==> src/rtl/plaintext_drawer.sv <==
// Responder for the draw_plaintext / done_drawing_plaintext handshake: latches a
// plaintext word and streams its bytes, MSB first, into character memory.
module plaintext_drawer #(
    parameter int NUM_CHARS = 16,
    parameter int ADDR_W    = 12,
    parameter int BASE_ADDR = 0
) (
    input  logic                   clk,
    input  logic                   reset_n,
    input  logic                   draw_plaintext,
    input  logic [8*NUM_CHARS-1:0] plaintext_to_draw,
    output logic                   done_drawing_plaintext,
    output logic                   busy,
    output logic                   char_valid,
    input  logic                   char_ready,
    output logic [ADDR_W-1:0]      char_addr,
    output logic [7:0]             char_data
);

    localparam int W     = 8 * NUM_CHARS;
    localparam int IDX_W = (NUM_CHARS > 1) ? $clog2(NUM_CHARS) : 1;

    localparam logic [1:0] IDLE  = 2'd0;
    localparam logic [1:0] LOAD  = 2'd1;
    localparam logic [1:0] WRITE = 2'd2;
    localparam logic [1:0] DONE  = 2'd3;

    localparam logic [IDX_W-1:0]  LAST_IDX = IDX_W'(NUM_CHARS - 1);
    localparam logic [ADDR_W-1:0] BASE     = ADDR_W'(BASE_ADDR);

    logic [1:0]       state;
    logic [IDX_W-1:0] idx;
    logic [W-1:0]     shadow;

    // The shadow word shifts left by one byte per accepted write, so the next
    // byte to present always sits just below the top byte.
    always_ff @(posedge clk) begin
        // NOTE: all state is updated with non-blocking assignments so every
        // register samples pre-edge values; outputs are registers, never decodes.
        if (!reset_n) begin
            state                  <= IDLE;
            idx                    <= '0;
            shadow                 <= '0;
            done_drawing_plaintext <= 1'b0;
            busy                   <= 1'b0;
            char_valid             <= 1'b0;
            char_addr              <= '0;
            char_data              <= '0;
        end else begin
            case (state)
                IDLE: begin
                    if (draw_plaintext) begin
                        state <= LOAD;
                        busy  <= 1'b1;
                    end
                end
                LOAD: begin
                    shadow     <= plaintext_to_draw;
                    idx        <= '0;
                    char_valid <= 1'b1;
                    char_addr  <= BASE;
                    char_data  <= plaintext_to_draw[W-1 -: 8];
                    state      <= WRITE;
                end
                WRITE: begin
                    if (char_valid && char_ready) begin
                        if (idx == LAST_IDX) begin
                            char_valid             <= 1'b0;
                            done_drawing_plaintext <= 1'b1;
                            state                  <= DONE;
                        end else begin
                            idx       <= idx + 1'b1;
                            char_addr <= char_addr + 1'b1;
                            char_data <= shadow[W-9 -: 8];
                            shadow    <= shadow << 8;
                        end
                    end
                end
                DONE: begin
                    // A fresh draw needs draw_plaintext to go low first.
                    if (!draw_plaintext) begin
                        done_drawing_plaintext <= 1'b0;
                        busy                   <= 1'b0;
                        state                  <= IDLE;
                    end
                end
                default: state <= IDLE;
            endcase
        end
    end

endmodule

==> config.mk <==
export PLATFORM = sky130hd
export DESIGN_NAME = plaintext_drawer
export DESIGN_NICKNAME = d
export VERILOG_FILES = /design/src/rtl/plaintext_drawer.sv
export SDC_FILE = /design/constraint.sdc
export NUM_CORES = 1
export LEC_CHECK = 0
export ABC_AREA = 1
export CAP_MARGIN = 5
export CORE_MARGIN = 2
export CORE_UTILIZATION = 51
export DETAILED_ROUTE_END_ITERATION = 16
export PLACE_DENSITY = 0.89
export SETUP_SLACK_MARGIN = 0.4
export SYNTH_ARGS = -nofsm -noshare
export SYNTH_HDL_FRONTEND = slang
export SYNTH_SLANG_ARGS = --single-unit
==> constraint.sdc <==
create_clock -name clk -period 1.8 [get_ports clk]
set_input_delay 0.45 -clock clk [delete_from_list [all_inputs] [get_ports clk]]
set_output_delay 0.45 -clock clk [all_outputs]
set_load 0.02 [all_outputs]
==> run_results.csv <==
group,metric,value,unit
status,outcome,"completed",
global_routing,grt_overflow,0,
global_routing,grt_max_degree,62,
global_routing,grt_usage,28.0,%
routing,totalWireLength,21500,um
placed_design,dp_hpwl,12300,um
clocking,cts_tree,"built",
critical_path,crit_fanout,8,
clocking,cts_buffer_depth,2,
critical_path,arrival,2.05,ns
sta,timing.final.crit_share,96.7,%
finish,nets,1411,
routing,drt-met1-wl,8500,um
critical_path,reg2reg_slack,0.06,ns
pwr,pwr-share-clk,17.8,%
sta,worst_pin_slew,0.407,ns
pwr,p_seq_share,28.2,%
floorplan,die_area,0.0148,mm^2
global_routing,grt_pass1_vias,7214,
clocking,cts.sinks,149,
synth,async_flop_share,0,%
routing,dr_wl_met3,1610,um
synth,synthXorXnorAreaFrac,0,%
floorplan,ios,155,
sta,fmax,574,MHz
synth,synth_compound_area_share,11.0,%
routing,final_antenna_net_count,0,
pwr,ir_drop,1.14,mV
pwr,swShare,40.4,%
critical_path,rr_worst_depth,10,
pwr,finalPower,0.0195,W
floorplan,core-area,0.0133,mm^2
clocking,clk_pin_slew_worst_paths,0.06,ns
run,drv_cap,0,
routing,drc_errors,0,
routing,first_pass_iters,5,
pwr,p_leak,4.55,nW
synth,yosys.area_share.simple,38.3,%
clocking,postCtsHoldBufs,0,
synth,ys.flop_type,"dfxtp_1",
critical_path,worst_setup_path_start_kind,"flop",
synth,synth_top_family_by_area,"simple AND/OR/NAND/NOR gates",
clocking,clock_latency,0.42,ns
routing,dr.max_layer_used,"met4",
hold_path,hold_depth,3,
floorplan,rows,42,
sta,rsz0062_at_grt,"yes",
sta,fin_worst_skew,0.00752,ns
placed_design,portBuffers,154,
pwr,p_switching,0.00790,W
finish,diodes,0,
critical_path,end_kind,"flop",
routing,dr_wl_met2,10700,um
clocking,cts_inserted_buffers,17,
sta,holdWs,0.450,ns
pwr,p_per_area,1930,mW/mm^2
critical_path,critical_path_class,"flop to flop",
synth,synth_seq_cells,149,
routing,vias,7699,
hold_path,min_path_type,"primary input to flop",
floorplan,die_x,122,um
global_routing,grt_pass1_wl,32900,um
finish,drive_gt1_share,14.1,%
routing,vias_per_cell,5.27,
synth,syn_area_per_cell,6.38,um^2
clocking,root_buffer,"clkbuf_16",
clocking,htree_num_levels,4,
synth,synth_nets,1243,
floorplan,start_util,52.8,%
sta,min_period,1.74,ns
sta,finalMaxSlewViolations,0,
sta,hold_viol_final,0,
synth,synth_cells,1105,
pwr,combPwrFrac,54.0,%
synth,ys_seq_area_share,42.3,%
synth,ys_warn_count,0,
finish,fillers,938,
sta,slew_headroom,72.9,%
floorplan,die_h,122,um
sta,setup_viol,0,
synth,syn_area,0.00705,mm^2
synth,muxShareOfSynthArea,0,%
synth,synth_fa_ha_area_share,1.06,%
synth,synthDistinctLibCells,24,
placed_design,finalWeightedCongestion,0.806,
routing,wire_per_inst,14.7,um
finish,area_growth,43.6,%
routing,drt_iter0_markers,918,
synth,synth-edff-count,0,
pwr,intPower,0.0116,W
critical_path,critPathRequiredTime,2.11,ns
global_routing,antenna_found_initial,0,
power by group through the flow:
| stage | registers, W | clock network, W | logic [W] |
|---|---|---|---|
| after global routing | 0.00565 | 0.00365 | 0.0115 |
| after global placement | 0.00546 | 0 | 0.00742 |
| after CTS | 0.00546 | 0.00349 | 0.00934 |
| after floorplan | 0.00547 | 0 | 0.00560 |
| after detailed placement | 0.00552 | 0 | 0.00763 |
| final | 0.00551 | 0.00348 | 0.0105 |
synth_stat cells, drive strengths merged (3+ instances only):
master / n / area, um^2
nor2: 264 / 1010
o21ai: 127 / 636
a21oi: 23 / 119
buf: 47 / 329
nand3: 16 / 80.1
nand2: 409 / 1540
clkbuf: 25 / 93.8
dfxtp: 149 / 2980
nor3: 3 / 15.0
inv: 24 / 90.1
ha: 6 / 75.1
nand4: 8 / 50.1
through the flow:
step / area [um^2] / setup WS, ns / TNS [ns] / std cells / util, %
after global routing: 10100 / -0.00971 / -0.0128 / 1461 / 75.9
after detailed placement: 8820 / -0.202 / -18.03 / 1393 / 66.1
after floorplan: 7140 / 0.362 / 0 / 1105 / -
after CTS: 9810 / 0.178 / 0 / 1453 / 73.5
after global placement: 8820 / -0.118 / -12.67 / 1393 / 66.1
final: 10100 / 0.0591 / 0 / 1461 / 75.9
state kept, by name, summed over array words and instances (netlist names):
| signal | flops |
|---|---|
| busy | 1 |
| char_addr | 12 |
| char_data | 8 |
| char_valid | 1 |
| done_drawing_plaintext | 1 |
| idx | 4 |
| shadow | 120 |
| state | 2 |
placed cells by master, fill, tap and decap left out, types with 6 or more instances in the layout:
| cell type | netlist | final |
|---|---|---|
| buf_4 | 5 | 39 |
| nand4_1 | 8 | 8 |
| clkdlybuf4s50_1 | 0 | 130 |
| buf_16 | 0 | 9 |
| o21ai_0 | 124 | 39 |
| nor2_4 | 2 | 6 |
| nand3_1 | 16 | 14 |
| buf_12 | 0 | 14 |
| nand2_4 | 0 | 6 |
| inv_1 | 22 | 19 |
| buf_6 | 13 | 8 |
| dfxtp_2 | 0 | 10 |
| o21ai_2 | 0 | 19 |
| nor2_1 | 260 | 256 |
| clkbuf_16 | 0 | 23 |
| a21oi_1 | 22 | 19 |
| nand2_1 | 407 | 403 |
| dfxtp_1 | 149 | 136 |
| o21ai_1 | 3 | 69 |
| buf_2 | 29 | 12 |
what timing repair did:
action,CTS,global route
resized for setup,162,75
pin swaps,6,10
buffers inserted,20,2
endpoints found under the setup margin,171,163
gates cloned,9,6
final timing paths:
path	startpoint	end
worst min register to register	shadow[4]	shadow[4]
worst max-delay path	state[0]	shadow[17]
worst max register to register	state[0]	shadow[17]
worst min-delay path	reset_n	shadow[25]
critical path, cell delays in order (launching register included):
cell     delay, ns
dfxtp_2       0.35
inv_2         0.06
ha_4          0.19
buf_6         0.13
a21oi_4       0.18
buf_4         0.15
buf_6         0.09
nand2_4       0.06
buf_12        0.15
o21ai_0       0.18
nor2_1        0.08
cell families after synthesis:
logic type               Yosys count
AO/OA/AOI/OAI                    153
buffers and inverters             96
AND/OR/NAND/NOR                  701
adder cells (fa/ha/maj)            6
flip-flops                       149
final cells by class:
type / instances / area (um^2) / share of cell area [%]
clock inverter: 9 / 103 / 1.01
inverter: 24 / 97.6 / 0.963
clock buffer: 22 / 474 / 4.68
timing repair buffer: 220 / 2450 / 24.2
multi-input combinational: 861 / 3780 / 37.3
tap: 176 / 220 / 2.17
sequential: 149 / 3010 / 29.7
per-layer routing:
layer  track usage (%)  vias up
li1                  -     3800
met1              34.2     3490
met2              48.5      346
met3              5.01       63
met4              12.2        0
met5                 0        -
No activity file was read; power rests on OpenSTA's default activity.
